--- config.mk ---
export PLATFORM = sky130hd
export DESIGN_NAME = mux8_rr_sched_flat
export DESIGN_NICKNAME = d
export VERILOG_FILES = /design/src/rtl/mux8_rr_sched_if.sv /design/src/rtl/mux8_rr_sched.sv /design/src/flat_wrapper.sv
export SDC_FILE = /design/constraint.sdc
export NUM_CORES = 1
export LEC_CHECK = 0
export ABC_AREA = 1
export BUFFER_PORTS_ARGS = -buffer_cell sky130_fd_sc_hd__buf_2
export CORE_AREA = 2 2 77 79
export DETAILED_ROUTE_END_ITERATION = 10
export DIE_AREA = 0 0 79 81
export MAX_ROUTING_LAYER = met4
export SYNTH_ARGS = -nofsm -noshare
export SYNTH_HDL_FRONTEND = slang
export SYNTH_SLANG_ARGS = --single-unit
--- constraint.sdc ---
create_clock -name clk -period 3.8 [get_ports clk]
set_clock_uncertainty 0.2 [all_clocks]
set_input_delay 0.19 -clock clk [delete_from_list [all_inputs] [get_ports clk]]
set_output_delay 0.19 -clock clk [all_outputs]
set_load 0.01 [all_outputs]
--- src/rtl/mux8_rr_sched_if.sv ---
// mux8_rr_sched_if: request/data/grant/sample bundle between requesters and the round-robin scheduler
// master drives en, req, d and observes gnt, sel, busy, y, y_valid; slave is the scheduler side.
interface mux8_rr_sched_if;
    logic       en;
    logic [7:0] req;
    logic [7:0] d;
    logic [7:0] gnt;
    logic [2:0] sel;
    logic       busy;
    logic       y;
    logic       y_valid;
    modport master (output en, req, d, input gnt, sel, busy, y, y_valid);
    modport slave  (input en, req, d, output gnt, sel, busy, y, y_valid);
endinterface

--- src/rtl/mux8_rr_sched.sv ---
// mux8_rr_sched: round-robin scheduler time-slicing one 8:1 bit mux among eight requesters
// Ports: clk rising-edge clock; rst_n async active-low reset;
//        b.en enable, b.req[7:0] requests, b.d[7:0] data D7..D0 (inputs);
//        b.gnt one-hot grant, b.sel {S2,S1,S0}, b.busy, b.y sampled d[sel], b.y_valid (registered outputs).
module mux8_rr_sched #(
    parameter int HOLD = 4
) (
    input logic               clk,
    input logic               rst_n,
    mux8_rr_sched_if.slave    b
);
    typedef enum logic {IDLE, GRANT} state_t;
    state_t     state, state_nx;
    logic [2:0] ptr, win;
    logic [3:0] cnt;
    logic       found, arb, smp, rel;
    // Scan downwards so the candidate closest to ptr is the last (winning) assignment.
    always_comb begin
        win = ptr;
        found = 1'b0;
        for (int k = 7; k >= 0; k--) begin
            if (b.req[ptr + 3'(k)]) begin
                win = ptr + 3'(k);
                found = 1'b1;
            end
        end
    end
    assign arb = (state == IDLE) && b.en && found;
    assign smp = (state == GRANT) && b.en && b.req[b.sel];
    // A grant ends either on a missed sample or after its last sample.
    assign rel = (state == GRANT) && (!smp || cnt == 4'd0);
    always_ff @(posedge clk or negedge rst_n)
        if (!rst_n) state <= IDLE;
        else        state <= state_nx;
    always_comb
        state_nx = (state == IDLE) ? (arb ? GRANT : IDLE) : (rel ? IDLE : GRANT);
    always_comb
        b.busy = (state == GRANT);
    always_ff @(posedge clk or negedge rst_n)
        if (!rst_n) begin
            ptr       <= '0;
            cnt       <= '0;
            b.gnt     <= '0;
            b.sel     <= '0;
            b.y       <= 1'b0;
            b.y_valid <= 1'b0;
        end else begin
            b.y_valid <= smp;
            if (smp) b.y <= b.d[b.sel];
            if (arb) begin
                b.gnt <= 8'b1 << win;
                b.sel <= win;
                cnt   <= 4'(HOLD - 1);
            end else if (rel) begin
                b.gnt <= '0;
                ptr   <= b.sel + 3'd1;
            end else if (smp) begin
                cnt <= cnt - 4'd1;
            end
        end
endmodule

--- src/flat_wrapper.sv ---
// flat-port wrapper written by rule: the top's interface ports become plain ports
module mux8_rr_sched_flat 
#(
    parameter int HOLD = 4
)
  (clk, rst_n, b_en, b_req, b_d, b_gnt, b_sel, b_busy, b_y, b_y_valid);
  mux8_rr_sched_if b_i ();
  input logic clk;
  input logic rst_n;
  input wire logic [$bits(b_i.en)-1:0] b_en;
  input wire logic [$bits(b_i.req)-1:0] b_req;
  input wire logic [$bits(b_i.d)-1:0] b_d;
  output wire logic [$bits(b_i.gnt)-1:0] b_gnt;
  output wire logic [$bits(b_i.sel)-1:0] b_sel;
  output wire logic [$bits(b_i.busy)-1:0] b_busy;
  output wire logic [$bits(b_i.y)-1:0] b_y;
  output wire logic [$bits(b_i.y_valid)-1:0] b_y_valid;
  assign b_i.en = b_en;
  assign b_i.req = b_req;
  assign b_i.d = b_d;
  assign b_gnt = b_i.gnt;
  assign b_sel = b_i.sel;
  assign b_busy = b_i.busy;
  assign b_y = b_i.y;
  assign b_y_valid = b_i.y_valid;
  mux8_rr_sched #(.HOLD(HOLD)) u_core (.clk(clk), .rst_n(rst_n), .b(b_i));
endmodule
==> results of run 1 <==
final cells by class:
type                            instances  area [um2]  share of cell area [%]
Multi-Input combinational cell        199        1160                    54.5
Clock buffer                            4        45.0                    2.13
Sequential cell                        21         526                    24.8
Tap cell                               75        93.8                    4.43
Inverter                               32         129                    6.08
Timing Repair Buffer                   33         170                    8.03
worst min-delay path, delay by kind of cell:
family,cells,cell delay [ns]
AND/OR/NAND/NOR,2,0.16
buffers and inverters,1,0.13
metrics by stage:
stage / hold WS, ns / instance area [um2] / utilization, % / std cells / setup slack [ns]
5_1_grt: 0.0734 / 2120 / 37.3 / 364 / 0.598
2_1_floorplan: -0.306 / 1850 / - / 256 / 1.50
4_1_cts: 0.0695 / 2120 / 37.3 / 364 / 0.895
3_3_place_gp: -0.0266 / 2060 / 36.4 / 359 / 0.946
3_5_place_dp: -0.0210 / 2060 / 36.4 / 359 / 0.908
6_report: 0.0722 / 2120 / 37.3 / 364 / 0.901
layout by cell type (no fill, tap or decap), drive strengths merged:
cell,instances
a21oi,10
nand3,46
o21ai,17
ha,5
nand2,83
xor2,1
clkbuf,4
nand3b,1
o211ai,1
dlygate4sd3,1
buf,32
nand4,3
o21a,1
nor3,1
xnor2,2
inv,31
o22ai,3
dfrtp,21
a31oi,1
clkinv,1
nor2,22
o21bai,2
logic make-up (layout without fill, tap and decap cells):
group           Yosys count  count (layout)  synth area share, %
fa+ha+maj                 5               5                 3.38
buf+inv                  36              69                 9.07
flops                    21              21                 28.4
compound gates           35              35                 10.7
simple gates            156             156                 47.0
xor+xnor                  3               3                 1.42
sequential cells by signal, summed over array words and instances, names as in the netlist:
name              flops
u_core.b.y_valid      1
u_core.b.y            1
u_core.b.sel          3
u_core.cnt            4
u_core.b.busy         1
u_core.b.gnt          8
u_core.ptr            3
metal layers:
| layer | routed length (um) | vias up |
|---|---|---|
| met2 | 2230 | 20 |
| met4 | 39 | 0 |
| met3 | 92 | 4 |
| met1 | 2020 | 786 |
| met5 | 0 | - |
| li1 | - | 914 |
what timing repair did:
action | 4_1_cts | 5_1_grt
buffers inserted | 0 | 0
hold endpoints to repair | 21 | 0
hold buffers | 1 | 0
path summary, 6_finish.rpt:
check	start	endpoint	slack, ns	cells past startpoint
hold reg to reg	u_core.b.gnt[0]	u_core.b.gnt[0]	0.28	2
setup reg to reg	u_core.ptr[0]	u_core.b.gnt[6]	0.90	14
min in group asynchronous	rst_n	u_core.b.gnt[7]	0.22	2
hold / removal	b_en	u_core.b.y_valid	0.07	3
setup / recovery	u_core.ptr[0]	u_core.b.gnt[6]	0.90	14
max in group asynchronous	rst_n	u_core.ptr[1]	2.85	2
==> reports/qor.csv, run 1 <==
stage,metric,value,unit
placed_design,port_buffers,32,
logic_synthesis,yosys.area.top_type_share,28.4,%
critical_path,worstSetupEndpointType,flip-flop,
logic_synthesis,seq_area_frac_synth,28.4,%
grt,use_met2,26.4,%
sta,final_hold_viol_count,0,
critical_path,cp-start-kind,flip-flop,
grt,met1_usage,19.5,%
route,totalWireLength,4380,um
critical_path,critPathRequiredTime,3.75,ns
clock_network,cts_buffers,3,
sta,period_needed,2.90,ns
route,drt_first_pass_iters,4,
logic_synthesis,synth_edf_count,0,
sta,fmax,345,MHz
floorplan,io_pins,33,
grt,grt.met3_usage,1.44,%
route,ant_nets,0,
logic_synthesis,synthCells,256,
clock_network,cts_resized,0,
logic_synthesis,synth_largest_area_cell,dfrtp_1,
sta,maxSlewViolCount,0,
layout,fill_cells,625,
grt,grt_pass1_vias,1694,
layout,antenna_cells,0,
logic_synthesis,yosysWarnings,0,
logic_synthesis,syn_area,1850,um2
grt,grt_antenna_before_repair,0,
logic_synthesis,synth_common_cells,"nand2_1, nand2_2, nand3_1",
clock_network,cts_sinks,21,
critical_path,cp_num_buf_inv,3,
floorplan,start_util,32.6,%
grt,busiest_layer,met2,
placed_design,hpwl,3610,um
floorplan,rows,28,
clock_network,cts_tree,built,
job,cap_violations,0,
logic_synthesis,syn_nets,280,
logic_synthesis,synthArstFlopShare,100,%
clock_network,clk_latency,0.25,ns
logic_synthesis,yosys-top-cells-area,"dfrtp_1, nand2_1, nand3_2",
sta,finalCritPeriodShare,76.3,%
critical_path,crit_slowest_cell,dfrtp_1,
worst_hold_path,worstHoldPathType,input port to flip-flop,
critical_path,crit_fanout,12,
layout,syn_to_final_growth,14.6,%
sta,max_slew_margin,67.2,%
grt,grt_start_max_net_pins,22,
clock_network,h-tree-depth,1,
grt,grt_pass1_wl,7680,um
floorplan,fp.dieW,79,um
route,num_vias,1724,
route,wire_per_inst,12.0,um
sta,worst_pin_slew,0.493,ns
status,status,"finished, final reports clean",
clock_network,clk_pin_slew,0.08,ns
sta,rsz0062_at_grt,no,
critical_path,crit_family,simple AND/OR/NAND/NOR gates,
floorplan,core,5680,um2
route,viasPerCell,4.74,
logic_synthesis,yosysMostFrequentCell,nand2_1,
logic_synthesis,syn_avg_cell_area,7.22,um2
logic_synthesis,synth.distinct_cells,32,
critical_path,path_cells,inv_2 -> ha_1 -> inv_2 -> nand3_1 -> nand3_1 -> nand2_2 -> nor2_2 -> nand4_2 -> nand3b_4 -> nor2_2 -> nand2_2 -> inv_2 -> nand3_1 -> nand2_1,
clock_network,clockBufferDepth,2,
logic_synthesis,synth-seq-cells,21,
layout,fin_nets,314,
grt,overflow,0,
route,remaining_drc_errors,0,
floorplan,die_h,81,um
clock_network,cts-root-buf,clkbuf_8,
route,drt_iter0_drc,56,
logic_synthesis,ys.flop_type,dfrtp_1,
sta,setup-tns-final,0,ns
placed_design,gp_congestion,0.877,
critical_path,slowest_delay,0.63,ns
sta,setup_violations,0,
critical_path,worstPathArrival,2.85,ns
floorplan,dieArea,6400,um2
critical_path,critPathKind,flip-flop to flip-flop,
grt,track_usage,15.4,%
layout,drive_gt1_share,36.7,%
Power of run 1 is not shown: default switching activity piles up to over one toggle a cycle in this logic, so the estimate is an artifact.
==> inputs of run 2 (changes only) <==
--- a/config.mk
+++ b/config.mk
@@ -5,11 +5,11 @@
 export SDC_FILE = /design/constraint.sdc
 export NUM_CORES = 1
 export LEC_CHECK = 0
-export ABC_AREA = 1
+export ABC_AREA = 0
 export BUFFER_PORTS_ARGS = -buffer_cell sky130_fd_sc_hd__buf_2
-export CORE_AREA = 2 2 77 79
+export CORE_AREA = 2 2 81 83
 export DETAILED_ROUTE_END_ITERATION = 10
-export DIE_AREA = 0 0 79 81
+export DIE_AREA = 0 0 83 85
 export MAX_ROUTING_LAYER = met4
 export SYNTH_ARGS = -nofsm -noshare
 export SYNTH_HDL_FRONTEND = slang
==> constraint.sdc (replaced) <==
create_clock -name clk -period 2.55 [get_ports clk]
set_clock_uncertainty 0.2 [all_clocks]
set_input_delay 0.1275 -clock clk [delete_from_list [all_inputs] [get_ports clk]]
set_output_delay 0.1275 -clock clk [all_outputs]
set_load 0.01 [all_outputs]
==> run 2 against run 1 <==
Net effect:
- the run now ends with negative setup slack left
- non-clock buffer count is 54 higher
- worst hold slack hardly changed
- worst setup slack worse by 1.4 ns
- utilization is 7.9 points higher
- global-route usage is 1.4 points higher
- via count is 12% higher
- critical path depth is 6 lower
- sequential share of layout area is 6.0 points lower
- clock-buffer cell count stayed put
- synthesized area is 9.8% higher
- critical endpoint is now u_core.b.gnt[0]
- highest routed layer unchanged
==> reports/qor.csv, run 2 <==
stage,metric,value,unit
status,status,finished with violations,
status,violations,negative setup slack,
grt,busiest_layer,met2,
pwr,power,4.89,mW
route,drt_iter0_drc,124,
route,totalWireLength,5780,um
pwr,switchingPower,2.09,mW
logic_synthesis,yosysMostFrequentCell,dfrtp_1,
floorplan,dieArea,7060,um2
grt,grt.met3_usage,2.14,%
layout,fill_cells,597,
floorplan,io_pins,33,
clock_network,cts_tree,built,
layout,final_util,45.3,%
clock_network,clk_latency,0.26,ns
logic_synthesis,synth_edf_count,0,
route,drt_first_pass_iters,4,
sta,rsz0062_at_grt,yes,
logic_synthesis,syn_area,2030,um2
sta,fmax,328,MHz
layout,drive_gt1_share,48.9,%
layout,largest_register_ff_count,8,
logic_synthesis,ys.flop_type,dfrtp_1,
layout,largest-register,u_core.b.gnt,
layout,largestRegisters,"u_core.b.gnt x8, u_core.cnt x4",
logic_synthesis,yosys-top-cells-area,"dfrtp_1, mux4_2, mux2i_1",
route,num_vias,1929,
sta,setup_violations,16,
sta,setup-tns-final,-4.89,ns
layout,final_cell_mix,"buf_4, buf_2, dfrtp_1, nand2_1, mux4_2",
critical_path,cp-start-kind,flip-flop,
sta,period_needed,3.05,ns
grt,grt_antenna_before_repair,0,
pwr,swShare,42.7,%
clock_network,cts-root-buf,clkbuf_8,
grt,overflow,0,
layout,antenna_cells,0,
critical_path,crit_slowest_cell,or4_4,
sta,maxSlewViolCount,0,
floorplan,start_util,32.7,%
layout,syn_to_final_growth,38.4,%
logic_synthesis,synth-seq-cells,21,
logic_synthesis,synthCells,201,
logic_synthesis,syn_avg_cell_area,10.1,um2
critical_path,worstPathArrival,3.00,ns
sta,max_slew_margin,69.3,%
clock_network,h-tree-depth,1,
clock_network,cts_sinks,21,
logic_synthesis,synthArstFlopShare,100,%
placed_design,hpwl,4370,um
sta,final_hold_viol_count,0,
logic_synthesis,synth_common_cells,"dfrtp_1, mux4_2, nand2_1",
logic_synthesis,synth_largest_area_cell,dfrtp_1,
critical_path,critPathRequiredTime,2.50,ns
worst_hold_path,worstHoldPathType,input port to flip-flop,
placed_design,port_buffers,32,
floorplan,rows,29,
clock_network,clk_pin_slew,0.07,ns
grt,grt_pass1_wl,9420,um
route,viasPerCell,5.46,
logic_synthesis,syn_nets,225,
route,ant_nets,0,
pwr,leakagePower,1.28,nW
sta,finalCritPeriodShare,120,%
clock_network,clockBufferDepth,2,
pwr,pwr_density_cell,1740,nW/um2
placed_design,gp_congestion,0.924,
route,remaining_drc_errors,0,
grt,met1_usage,22.9,%
sta,worst_pin_slew,0.461,ns
grt,grt_start_max_net_pins,22,
clock_network,cts_buffers,3,
critical_path,crit_fanout,7,
floorplan,core,6200,um2
layout,fin_nets,301,
sta,finalWorstSetupSlack,-0.499,ns
pwr,p_int,2.81,mW
route,wire_per_inst,16.4,um
pwr,combPwrFrac,84.0,%
logic_synthesis,synth.distinct_cells,50,
logic_synthesis,yosys.area.top_type_share,25.9,%
pwr,ir_drop,660,uV
logic_synthesis,seq_area_frac_synth,25.9,%
floorplan,fp.dieW,83,um
layout,layout_commonest_cell,buf_4,
critical_path,crit_family,compound AO/OA/AOI/OAI gates,
critical_path,worstSetupEndpointType,flip-flop,
floorplan,die_h,85,um
critical_path,cp_num_buf_inv,1,
pwr,p_seq_share,11.5,%
grt,track_usage,16.8,%
grt,use_met2,27.0,%
grt,grt_pass1_vias,1860,
job,cap_violations,0,
logic_synthesis,yosysWarnings,0,
critical_path,slowest_delay,0.57,ns
pwr,clockPowerShare,4.5,%
critical_path,path_cells,clkinv_8 -> ha_4 -> mux2_2 -> a221oi_2 -> a22oi_2 -> or4_4 -> o31a_1 -> a32o_1,
critical_path,critPathKind,flip-flop to flip-flop,
run 2: changes by cell type after synthesis, moves of 6 or more:
cell	before	now
clkbuf_1	0	9
nand3_1	25	3
inv_2	11	0
nand3_2	21	0
mux2i_1	0	12
mux4_2	0	19
nand2_2	25	0
a21oi_1	9	15
nand2_1	56	19
mux2_2	0	6
inv_1	18	7
o21ai_0	12	4
run 2: worst paths after layout:
kind,from,endpoint,slack (ns),cells after the start
min in group asynchronous,rst_n,u_core.b.gnt[3],0.15,2
setup / recovery,u_core.ptr[0],u_core.b.gnt[0],-0.50,8
max in group asynchronous,rst_n,u_core.ptr[0],1.66,2
hold / removal,b_en,u_core.b.y_valid,0.07,4
hold reg to reg,u_core.b.gnt[5],u_core.b.gnt[5],0.28,2
setup reg to reg,u_core.ptr[0],u_core.b.gnt[0],-0.50,8
run 2: cells by family (layout without fill, tap and decap cells):
logic type / after synthesis / in the layout / synth area share (%)
AOI/OAI and AO/OA: 51 / 51 / 17.4
xor gates and xnor gates: 9 / 9 / 3.88
adders and majority gates: 5 / 5 / 3.08
buffers and inverters: 24 / 99 / 5.85
DFF: 21 / 21 / 25.9
muxes: 40 / 40 / 32.2
and+or+nand+nor: 51 / 51 / 11.7
run 2: through the flow:
| step | cells | setup slack (ns) | instance area, um2 | hold WS (ns) |
|---|---|---|---|---|
| final | 353 | -0.499 | 2810 | 0.0722 |
| after global routing | 353 | -0.582 | 2810 | 0.0885 |
| after CTS | 352 | -0.424 | 2770 | 0.0600 |
| after detailed placement | 344 | -0.474 | 2670 | -0.0846 |
| after global placement | 344 | -0.427 | 2670 | -0.0866 |
| after floorplan | 201 | -0.609 | 2120 | -0.368 |
run 2: per-layer routing:
layer  routed length, um  up-vias
li1                    -      909
met1                2620      959
met2                2840       53
met3                 204        8
met4                 117        0
met5                   0        -
run 2: worst min-delay path, delay by kind of cell:
family | cells | cell delay (ns)
AND/OR/NAND/NOR | 2 | 0.11
buffers and inverters | 2 | 0.26
run 2: repair_timing:
| action | 4_1_cts | 5_1_grt |
|---|---|---|
| hold endpoints to repair | 21 | 0 |
| gates resized for setup | 8 | 9 |
| buffers inserted | 4 | 2 |
| pin swaps | 2 | 7 |
| setup endpoints to repair | 16 | 16 |
| hold buffers | 1 | 0 |
run 2: final cells by class:
class / count / area (um2) / area share, %
multi-input combinational: 156 / 1490 / 53.1
inverter: 8 / 42.5 / 1.51
clock buffer: 4 / 45.0 / 1.60
sequential: 21 / 527 / 18.7
timing repair buffer: 87 / 608 / 21.6
tap: 77 / 96.3 / 3.43
run 2: power groups by stage:
stage	Sequential (mW)	Combinational, mW	Clock [mW]
finish	0.564	4.11	0.219
detailed placement	0.571	3.75	0
global placement	0.572	3.71	0
CTS	0.567	3.95	0.222
floorplan	0.590	2.36	0
global route	0.585	4.44	0.238
(Power assumes the default switching activity.)
